### src/rtl/niospherisys_cpu_oci_dct_packer.sv
// niospherisys_cpu_oci_dct_packer: packs 2-bit branch-outcome codes into a
// 30-bit buffer of up to 15 entries and emits 36-bit trace frames over a
// valid/ready handshake. The buffer/count pair is visible live.
// Optional feature: define NIOSPHERISYS_DCT_DROP_CNT_EN to add an 8-bit
// saturating dropped-frame counter (dct_drop_cnt).
module niospherisys_cpu_oci_dct_packer #(
  parameter int unsigned DCT_DEPTH = 15
) (
  input  logic        clk,
  input  logic        reset,
  input  logic        trc_on,
  input  logic        dct_valid,
  input  logic [1:0]  dct_code,
  input  logic        dct_flush,
  input  logic        frame_ready,
  output logic        frame_valid,
  output logic [35:0] frame_data,
  output logic [29:0] dct_buffer,
  output logic [3:0]  dct_count,
`ifdef NIOSPHERISYS_DCT_DROP_CNT_EN
  output logic [7:0]  dct_drop_cnt,
`endif
  output logic        dct_overflow
);

  logic        trc_on_q;
  logic        acc;
  logic        flush;
  logic        emit;
  logic        load;
  logic        drop;
  logic [29:0] buf_next;
  logic [3:0]  cnt_next;

  // Accept/flush decode and post-accept contents of the buffer.
  always_comb begin
    acc      = trc_on & dct_valid & ((dct_code == 2'b01) | (dct_code == 2'b10));
    flush    = dct_flush | (trc_on_q & ~trc_on);
    buf_next = dct_buffer;
    cnt_next = dct_count;
    if (acc) begin
      buf_next = {dct_buffer[27:0], dct_code};
      cnt_next = dct_count + 4'd1;
    end
    // A code that completes the buffer and a flush in the same cycle share
    // one emission, so a full frame is never followed by an empty one.
    emit = (acc & (dct_count == 4'(DCT_DEPTH - 1))) |
           (flush & ((dct_count != '0) | acc));
    load = emit & (~frame_valid | frame_ready);
    drop = emit & frame_valid & ~frame_ready;
  end

  // Accumulation buffer, entry count and previous trace-enable.
  always_ff @(posedge clk or posedge reset) begin
    if (reset) begin
      dct_buffer <= '0;
      dct_count  <= '0;
      trc_on_q   <= 1'b0;
    end else begin
      trc_on_q <= trc_on;
      if (emit) begin
        dct_buffer <= '0;
        dct_count  <= '0;
      end else begin
        dct_buffer <= buf_next;
        dct_count  <= cnt_next;
      end
    end
  end

  // Single-entry frame register; reloads in the same cycle it drains.
  always_ff @(posedge clk or posedge reset) begin
    if (reset) begin
      frame_valid <= 1'b0;
      frame_data  <= '0;
    end else if (load) begin
      frame_valid <= 1'b1;
      frame_data  <= {cnt_next, 2'b00, buf_next};
    end else if (frame_ready) begin
      frame_valid <= 1'b0;
    end
  end

`ifdef NIOSPHERISYS_DCT_DROP_CNT_EN
  // Saturating count of frames dropped while the register was stalled.
  always_ff @(posedge clk or posedge reset) begin
    if (reset) begin
      dct_drop_cnt <= '0;
    end else if (drop && (dct_drop_cnt != '1)) begin
      dct_drop_cnt <= dct_drop_cnt + 8'd1;
    end
  end

  // Overflow is derived from the drop counter.
  always_comb begin
    dct_overflow = (dct_drop_cnt != '0);
  end
`else
  // Sticky overflow flag, cleared only by reset.
  always_ff @(posedge clk or posedge reset) begin
    if (reset) begin
      dct_overflow <= 1'b0;
    end else if (drop) begin
      dct_overflow <= 1'b1;
    end
  end
`endif

endmodule

### config.mk
export PLATFORM = sky130hd
export DESIGN_NAME = niospherisys_cpu_oci_dct_packer
export DESIGN_NICKNAME = d
export VERILOG_FILES = /design/src/rtl/niospherisys_cpu_oci_dct_packer.sv
export SDC_FILE = /design/constraint.sdc
export NUM_CORES = 1
export LEC_CHECK = 0
export ABC_AREA = 1
export BUFFER_PORTS_ARGS = -buffer_cell sky130_fd_sc_hd__buf_2
export CAP_MARGIN = 40
export CORE_MARGIN = 2
export CORE_UTILIZATION = 47
export DETAILED_ROUTE_END_ITERATION = 8
export GPL_ROUTABILITY_DRIVEN = 0
export PLACE_DENSITY = 0.72
export SETUP_SLACK_MARGIN = 0.02
export SLEW_MARGIN = 10
export SYNTH_ARGS = -nofsm -noshare
export SYNTH_HDL_FRONTEND = slang
export SYNTH_SLANG_ARGS = --single-unit
### constraint.sdc
create_clock -name clk -period 3.6 [get_ports clk]
set_input_delay 0.18 -clock clk [delete_from_list [all_inputs] [get_ports clk]]
set_output_delay 0.18 -clock clk [all_outputs]
set_load 0.01 [all_outputs]
==> flow_summary.ini, run 1 <==
[setup_path]
cpMostUsedCell = nand3_1
crit_required_ns = 3.81
ff2ff_path_depth = 9
worstSetupEndpointType = register
crit_end = frame_data[33]$_DFFE_PP0P_
cp-startpoint = dct_count[0]$_DFF_PP0_
cp_max_fo = 28
crit_type = register to register
r2r_slack_ns = 1.55
path_depth = 9
rr_endpoint = frame_data[33]$_DFFE_PP0P_
critPathTopFamily = buffers and inverters
r2r_start = dct_count[0]$_DFF_PP0_
cp_slowest_cell = dfrtp_1
critical_path_buf_inv_count = 3
path_cells = inv_1, ha_1, nand3_1, nand3_1, nand3_2, buf_16, buf_4, nand2_1, o21ai_1
start_kind = register
cp.arrival_ns = 2.26
cp_slowest_stage_delay_ns = 0.43

[floorplanning]
die_h_um = 87.7
core_area_um2 = 6790
initial_utilization_pct = 48.4
die_w_um = 87.7
dieArea_um2 = 7680
rows = 30
boundaryPins = 80

[worst_hold_path]
min_path_type = primary input to register

[power]
worst_ir_drop_vdd_mv = 0.500
seqPwrFrac_pct = 42.3
power_density_nw_per_um2 = 776
switching_share_pct = 38.7
p_int_w = 0.00186
pwr-share-clk_pct = 20.8
p_switching_w = 0.00118
p_leak_nw = 2.28
power_frac_comb_pct = 36.9

[drt]
totalWireLength_um = 6670
vias = 2645
avgRoutedWirePerCell_um = 12.3
routed_via_density = 4.86
drc = 0
final_antenna_net_count = 0
drt_first_pass_iters = 4
first_iter_violations = 127

[layout]
fin_util_pct = 57.7
drive_gt1_share_pct = 25.9
fin_nets = 454
layout_commonest_cell = nand2_1
area_growth_syn_to_layout_pct = 19.1
final_cell_mix = nand2_1 (86), buf_2 (77), inv_1 (71), dfrtp_1 (71)
antenna_cells = 0

[logic_synthesis]
synth_seq_area_share_pct = 54.0
ys.flop_type = dfrtp_1
syn_area_um2 = 3290
yosysTopAreaCellShare_pct = 54.0
synth_area_leaders = dfrtp_1 (54%), nand2_1 (9.8%), inv_1 (8.2%)
ys_seq_elements = 71
synth.avg_cell_area_um2 = 8.91
synth_enable_flop_cells = 0
yosysTopAreaCell = dfrtp_1
synth_cell_types = 24
ys_warn_count = 0
synth_cells = 369
ys_async_sr_fraction_pct = 100

[sta]
hold_ws_ns = 0.136
period_needed_ns = 2.05
finClkSkew_ns = 0.00927
layout_setup_ws_ns = 1.55
worstMarginPinSlew_ns = 0.830
setup_tns_ns = 0
hold_viol_final = 0
max_freq_mhz = 489
finalMaxSlewViolations = 0
relSlewSlack_pct = 44.7
setup_violations = 0
finalCritPeriodShare_pct = 56.8
rsz0062_at_grt = false

[placed_design]
preCtsSetupSlack_ns = 1.54
portBuffers = 77
dp_hpwl_um = 4490

[cts]
clock_sinks = 71
cts_buffer_depth = 2
insertion_delay_ns = 0.34
path_clk_slew_ns = 0.07
numCtsBuffers = 9
htreeDepth = 3
cts_tree = built
cts-root-buf = clkbuf_8
postCtsSetupBuffers = 0

[global_route]
grt_pass1_wl_um = 11500
grt_max_degree = 97
antenna_found_initial = 0
top_usage_layer = met2
grtUsageMet1_pct = 26.4
met3_usage_pct = 3.68
grt_usage_pct = 19.1
grt_remaining_overflow = 0
use_met2_pct = 29.8
grt_pass1_vias = 2467

[job]
maxCapViolations = 0

[outcome]
run_status = complete, no violations
-- Yosys cell counts, types with 4 or more instances --
| cell | number |
|---|---|
| buf_2 | 6 |
| nand2_1 | 86 |
| inv_1 | 72 |
| buf_6 | 8 |
| o21ai_0 | 31 |
| buf_4 | 5 |
| dfrtp_1 | 71 |
| o21ai_1 | 23 |
| nor2_1 | 4 |
| o211ai_1 | 31 |
| o21ai_2 | 10 |
-- flip-flops by register name (all words and copies together), names as in the netlist --
signal / count
frame_data: 34
dct_buffer: 30
dct_count: 4
dct_overflow: 1
frame_valid: 1
trc_on_q: 1
-- how the worst min path moves through the flow --
stage	startpoint	to	slack (ns)	depth (start not counted)
after floorplan	trc_on	trc_on_q$_DFF_PP0_	0.21	0
after global placement	trc_on	trc_on_q$_DFF_PP0_	0.31	1
after detailed placement	reset	dct_buffer[28]$_DFF_PP0_	0.13	2
after CTS	dct_code[1]	dct_buffer[1]$_DFF_PP0_	0.12	3
after global routing	dct_code[1]	dct_buffer[1]$_DFF_PP0_	0.15	3
final	dct_code[1]	dct_buffer[1]$_DFF_PP0_	0.14	3
-- kinds of logic after synthesis --
| logic type | share of synthesized area (%) |
|---|---|
| simple gates | 12.3 |
| buf+inv | 13.7 |
| compound gates | 18.2 |
| flops | 54.0 |
| fa+ha+maj | 1.14 |
| xor+xnor | 0.533 |
| other cells | 0.114 |
-- worst register-to-register path: cells and delay by family (launching register included) --
kind            cells  cell delay (ns)
fa+ha+maj           1             0.16
flops               1             0.43
compound gates      1             0.06
buf+inv             3             0.67
simple gates        4             0.61
-- layer usage --
metal / up-vias / routed length, um
met5: - / 0
met4: 0 / 82
met3: 10 / 314
met2: 66 / 3120
met1: 1254 / 3160
li1: 1315 / -
-- repair_timing --
action                                 4_1_cts  5_1_grt
endpoints found under the hold margin       11        0
hold buffers                                 2        0
resized for setup                            0        0
-- power groups by stage --
stage          logic [W]  clock network [W]  registers [W]
2_1_floorplan   0.000629                  0        0.00140
3_3_place_gp     0.00108                  0        0.00130
3_5_place_dp     0.00113                  0        0.00130
4_1_cts          0.00114           0.000651        0.00129
5_1_grt          0.00129           0.000687        0.00133
6_report         0.00112           0.000632        0.00128
-- through the flow --
step	total power, W	instances	area (um^2)
after floorplan	0.00203	370	3290
after CTS	0.00308	544	3920
after global placement	0.00238	524	3650
after global routing	0.00331	544	3920
after detailed placement	0.00243	526	3700
final	0.00304	544	3920
-- cell type report --
type                       count  area, um^2
clock buffer                  10         138
clock inverter                 6        60.1
fill                         633        2880
inverter                      75         282
multi-input combinational    202        1070
sequential                    71        1780
tap                           96         120
timing repair buffer          84         475
Power figures use the tool's default switching activity.
==> run 2, diff against run 1 <==
Settings changed: ABC_AREA 1 to 0, PLACE_DENSITY 0.72 to 0.75.
Clock period 3.6 ns to 1.69 ns, I/O delays scaled along.
==> flow_summary.ini, run 2 <==
[logic_synthesis]
ys_async_sr_fraction_pct = 100
synth.avg_cell_area_um2 = 13.3
ys_warn_count = 0
synth_area_leaders = dfrtp_1 (59%), mux2_2 (11%), mux2i_1 (9.4%)
synth_cell_types = 29
synth_cells = 224
yosysTopAreaCellShare_pct = 59.5
ys_seq_elements = 71
yosysTopAreaCell = dfrtp_1
synth_common_cells = dfrtp_1 (71), mux2_2 (28), mux2i_1 (28)
syn_area_um2 = 2990
synth_enable_flop_cells = 0
ys.flop_type = dfrtp_1
synth_seq_area_share_pct = 59.5
synth_most_common_cell = dfrtp_1

[drt]
vias = 2017
routed_via_density = 4.90
final_antenna_net_count = 0
avgRoutedWirePerCell_um = 15.6
first_iter_violations = 101
totalWireLength_um = 6450
drt_first_pass_iters = 4
drc = 0

[global_route]
grt_pass1_wl_um = 10100
grt_remaining_overflow = 0
antenna_found_initial = 0
grt_pass1_vias = 2010
grt_max_degree = 72
grt_usage_pct = 18.2

[layout]
top_register = frame_data
n_fill_cell = 518
antenna_cells = 0
reg.largest.list = frame_data: 34 flops, dct_buffer: 30 flops, dct_count: 4 flops
final_cell_mix = buf_2 (77), dfrtp_1 (70), mux2i_1 (27), mux2_2 (24), nor2b_1 (20)
regArea_um2 = 1780
fin_nets = 341
largest_reg_flops = 34
fin_util_pct = 64.0
area_growth_syn_to_layout_pct = 33.8
layout_commonest_cell = buf_2
drive_gt1_share_pct = 49.0
multi_input_area_um2 = 1150

[placed_design]
preCtsSetupSlack_ns = -0.0274
dp_hpwl_um = 4130
portBuffers = 77

[floorplanning]
initial_utilization_pct = 47.9
core_area_um2 = 6240
die_w_um = 83.7
die_h_um = 83.7
rows = 29
dieArea_um2 = 7010
boundaryPins = 80

[setup_path]
crit_type = register to register
start_kind = register
worstSetupEndpointType = register
crit_required_ns = 1.91
ff2ff_path_depth = 7
cp.arrival_ns = 1.96
r2r_slack_ns = -0.05
cp_max_fo = 6
r2r_start = dct_count[0]$_DFF_PP0_
rr_endpoint = frame_data[33]$_DFFE_PP0P_

[outcome]
run_status = finished, violations left
violations = setup timing

[cts]
cts_buffer_depth = 2
insertion_delay_ns = 0.33
cts_tree = built
clock_sinks = 71
cts-root-buf = clkbuf_8
htreeDepth = 3
path_clk_slew_ns = 0.07
numCtsBuffers = 9

[worst_hold_path]
hold_path.startpoint = dct_code[1]
min_path_type = primary input to register
hold_end = dct_buffer[0]$_DFF_PP0_
holdPathStages = 3

[sta]
finalCritPeriodShare_pct = 103
max_freq_mhz = 575
layout_setup_ws_ns = -0.0494
period_needed_ns = 1.74
finClkSkew_ns = 0.00981
hold_ws_ns = 0.102
setup_tns_ns = -0.487
finalMaxSlewViolations = 0
setup_violations = 18
hold_viol_final = 0
rsz0062_at_grt = true

[power]
p_leak_nw = 2.16
worst_ir_drop_vdd_mv = 0.798
power_density_nw_per_um2 = 1200

[job]
maxCapViolations = 0
run 2: cell types whose count changed in the layout (fill, tap and decap cells not counted), sizes merged, moves of 28 or more:
cell,previous run,this run
mux2,0,35
inv,74,17
o211ai,31,0
nand2,89,1
mux2i,0,28
o21ai,64,1
run 2: logic make-up after synthesis:
kind of cell,count (synthesis),share of synthesized area (%)
AND/OR/NAND/NOR,45,7.96
adder cells (fa/ha/maj),3,1.26
other,1,0.126
multiplexers,63,22.6
flip-flops,71,59.5
XOR/XNOR,4,1.42
AO/OA/AOI/OAI,8,2.39
buffers and inverters,29,4.78
run 2: per-stage QoR:
stage,instance area (um^2),cells,total power [W]
after global routing,4000,412,0.00505
final,4000,412,0.00481
after detailed placement,3640,385,0.00322
after CTS,3880,404,0.00466
after floorplan,3060,225,0.00277
after global placement,3640,385,0.00320
run 2: final cells by class:
cell class	count	area share, %
clock buffer	13	4.23
clock inverter	3	1.00
inverter	18	1.78
multi-input combinational	125	28.7
sequential	71	44.5
tap	77	2.41
timing repair buffer	105	17.3
run 2: report_power, final:
part / switching (W) / internal [W] / total [W] / leakage (nW)
Clock: 0.000609 / 0.000800 / 0.00141 / 0.109
Combinational: 0.000706 / 0.000722 / 0.00143 / 1.08
Sequential: 0.000101 / 0.00187 / 0.00197 / 0.973
Total: 0.00142 / 0.00339 / 0.00481 / 2.16
run 2: routing by layer:
layer	GRT usage [%]	up-vias	wire length, um	share of wire [%]
li1	-	950	-	-
met1	25.8	1013	3090	48
met2	27.5	47	3050	47
met3	4.35	7	237	3.7
met4	6.89	0	70	1.1
met5	0	-	0	0
run 2: worst max-delay path by stage:
stage	slack, ns	from	end
floorplan	-0.12	dct_count[0]$_DFF_PP0_	frame_data[14]$_DFFE_PP0P_
global placement	0.02	dct_count[0]$_DFF_PP0_	frame_data[16]$_DFFE_PP0P_
detailed placement	-0.03	dct_count[0]$_DFF_PP0_	frame_data[17]$_DFFE_PP0P_
CTS	-0.05	dct_count[0]$_DFF_PP0_	frame_data[17]$_DFFE_PP0P_
global route	-0.09	dct_count[0]$_DFF_PP0_	frame_data[33]$_DFFE_PP0P_
finish	-0.05	dct_count[0]$_DFF_PP0_	frame_data[33]$_DFFE_PP0P_
run 2: repair_timing:
action	CTS	global route
endpoints found under the setup margin	48	33
cloned	0	3
resized for setup	1	3
hold buffers	2	0
buffers inserted	1	5
hold endpoints to repair	72	0
run 2: critical path: stages, from the launching register on:
cell	delay, ns
dfrtp_1	0.38
inv_2	0.09
ha_2	0.18
a311oi_2	0.12
a211oi_4	0.21
buf_12	0.16
clkbuf_16	0.15
mux2_2	0.32
==> run 3, diff against run 2 <==
Settings changed: CELL_PAD_IN_SITES_DETAIL_PLACEMENT from default to 0, CELL_PAD_IN_SITES_GLOBAL_PLACEMENT from default to 2, CORE_UTILIZATION 47 to 31, PLACE_DENSITY 0.75 to default, PLACE_DENSITY_LB_ADDON from default to 0.1.
==> flow_summary.ini, run 3 (synthesized netlist as in run 2, its figures left out) <==
[sta]
hold_viol_final = 0
rsz0062_at_grt = true
hold_ws_ns = 0.0903
setup_violations = 20
finClkSkew_ns = 0.0107
finalCritPeriodShare_pct = 105
finalMaxSlewViolations = 0
max_freq_mhz = 564
period_needed_ns = 1.77
layout_setup_ws_ns = -0.0834

[global_route]
antenna_found_initial = 0
grt_max_degree = 72
grt_usage_pct = 14.7
grt_pass1_wl_um = 11400
grt_pass1_vias = 2121
grt_remaining_overflow = 0

[setup_path]
path_cells = inv_2, ha_4, o2bb2ai_4, a211oi_4, buf_6, buf_16, mux2_4
start_kind = register
ff2ff_path_depth = 7
cp.arrival_ns = 2.00
crit_type = register to register
cp_slowest_cell = dfrtp_1
cp_slowest_stage_delay_ns = 0.36
cp_max_fo = 5
worstSetupEndpointType = register
crit_required_ns = 1.92

[layout]
layout_commonest_cell = buf_2
top_register = frame_data
antenna_cells = 0
fin_nets = 349
largest_reg_flops = 34
final_cell_mix = buf_2 (77), dfrtp_1 (70), mux2i_1 (28), nor2b_1 (21), buf_4 (20)
area_growth_syn_to_layout_pct = 41.5
drive_gt1_share_pct = 51.3
reg.largest.list = frame_data: 34 flops, dct_buffer: 30 flops, dct_count: 4 flops

[drt]
totalWireLength_um = 7310
final_antenna_net_count = 0
drt_first_pass_iters = 4
first_iter_violations = 41
vias = 2048
routed_via_density = 4.34
avgRoutedWirePerCell_um = 15.5
drc = 0

[power]
p_leak_nw = 2.22
finalPower_w = 0.00498
worst_ir_drop_vdd_mv = 0.424
power_density_nw_per_um2 = 1180

[cts]
clock_sinks = 71
cts_tree = built
htreeDepth = 3
path_clk_slew_ns = 0.08
insertion_delay_ns = 0.35
cts_buffer_depth = 2
numCtsBuffers = 9
cts-root-buf = clkbuf_8

[job]
maxCapViolations = 0

[outcome]
violations = setup timing
run_status = finished, violations left

[floorplanning]
boundaryPins = 80
die_w_um = 102
initial_utilization_pct = 32.2
dieArea_um2 = 10400
core_area_um2 = 9280
die_h_um = 102
rows = 35

[placed_design]
portBuffers = 77
dp_hpwl_um = 4710
preCtsSetupSlack_ns = -0.0873

[worst_hold_path]
min_path_type = primary input to register
holdPathStages = 3
## run 3: cell types whose count changed in the layout (fill, tap and decap cells not counted), sizes merged
cell      delta
clkinv       +3
clkbuf       -5
clkinvlp     +1
buf          +9
## run 3: cell type report
class / instances / area, um^2
clock buffer: 9 / 124
clock inverter: 7 / 73.8
fill: 896 / 5060
inverter: 18 / 71.3
multi-input combinational: 125 / 1210
sequential: 71 / 1780
tap: 129 / 161
timing repair buffer: 113 / 803
## run 3: worst paths after layout
kind	to	slack (ns)	start
worst max-delay path	frame_data[22]$_DFFE_PP0P_	-0.08	dct_count[0]$_DFF_PP0_
worst min-delay path	dct_buffer[0]$_DFF_PP0_	0.09	dct_code[1]
worst max register to register	frame_data[22]$_DFFE_PP0P_	-0.08	dct_count[0]$_DFF_PP0_
worst min register to register	dct_overflow$_DFFE_PP0P_	0.47	dct_overflow$_DFFE_PP0P_
max in group asynchronous	dct_count[1]$_DFF_PP0_	0.95	reset
min in group asynchronous	dct_buffer[4]$_DFF_PP0_	0.39	reset
## run 3: per-stage QoR
stage	util [%]	instance area [um^2]	TNS, ns	instances
final	45.5	4230	-1.10	472
after CTS	44.7	4150	-1.32	470
after global routing	45.5	4230	-2.97	472
after global placement	40.2	3740	-1.05	440
after detailed placement	40.2	3740	-1.77	440
after floorplan	-	3060	-1.61	225
## run 3: timing repair
action | 4_1_cts | 5_1_grt
pin swaps | 3 | 1
cloned | 2 | 1
buffers inserted | 10 | 2
endpoints found under the setup margin | 47 | 35
hold endpoints to repair | 72 | 0
hold buffers | 2 | 0
resized for setup | 16 | 13
## run 3: worst max-delay path: cells and delay by family (launching register included)
kind	cells	cell delay, ns
mux	1	0.29
compound gates	2	0.44
flops	1	0.36
buf+inv	3	0.39
fa+ha+maj	1	0.17
## run 3: power breakdown
part	switching, W	internal [W]
clock	0.000685	0.000684
combinational	0.000773	0.000856
sequential	0.000109	0.00187
## run 3: per-layer routing
layer / vias up / track usage, % / wire [um]
met1: 1023 / 20.7 / 3550
met3: 8 / 3.35 / 401
met2: 55 / 21.5 / 3250
met5: - / 0 / 0
li1: 962 / - / -
met4: 0 / 6.77 / 107
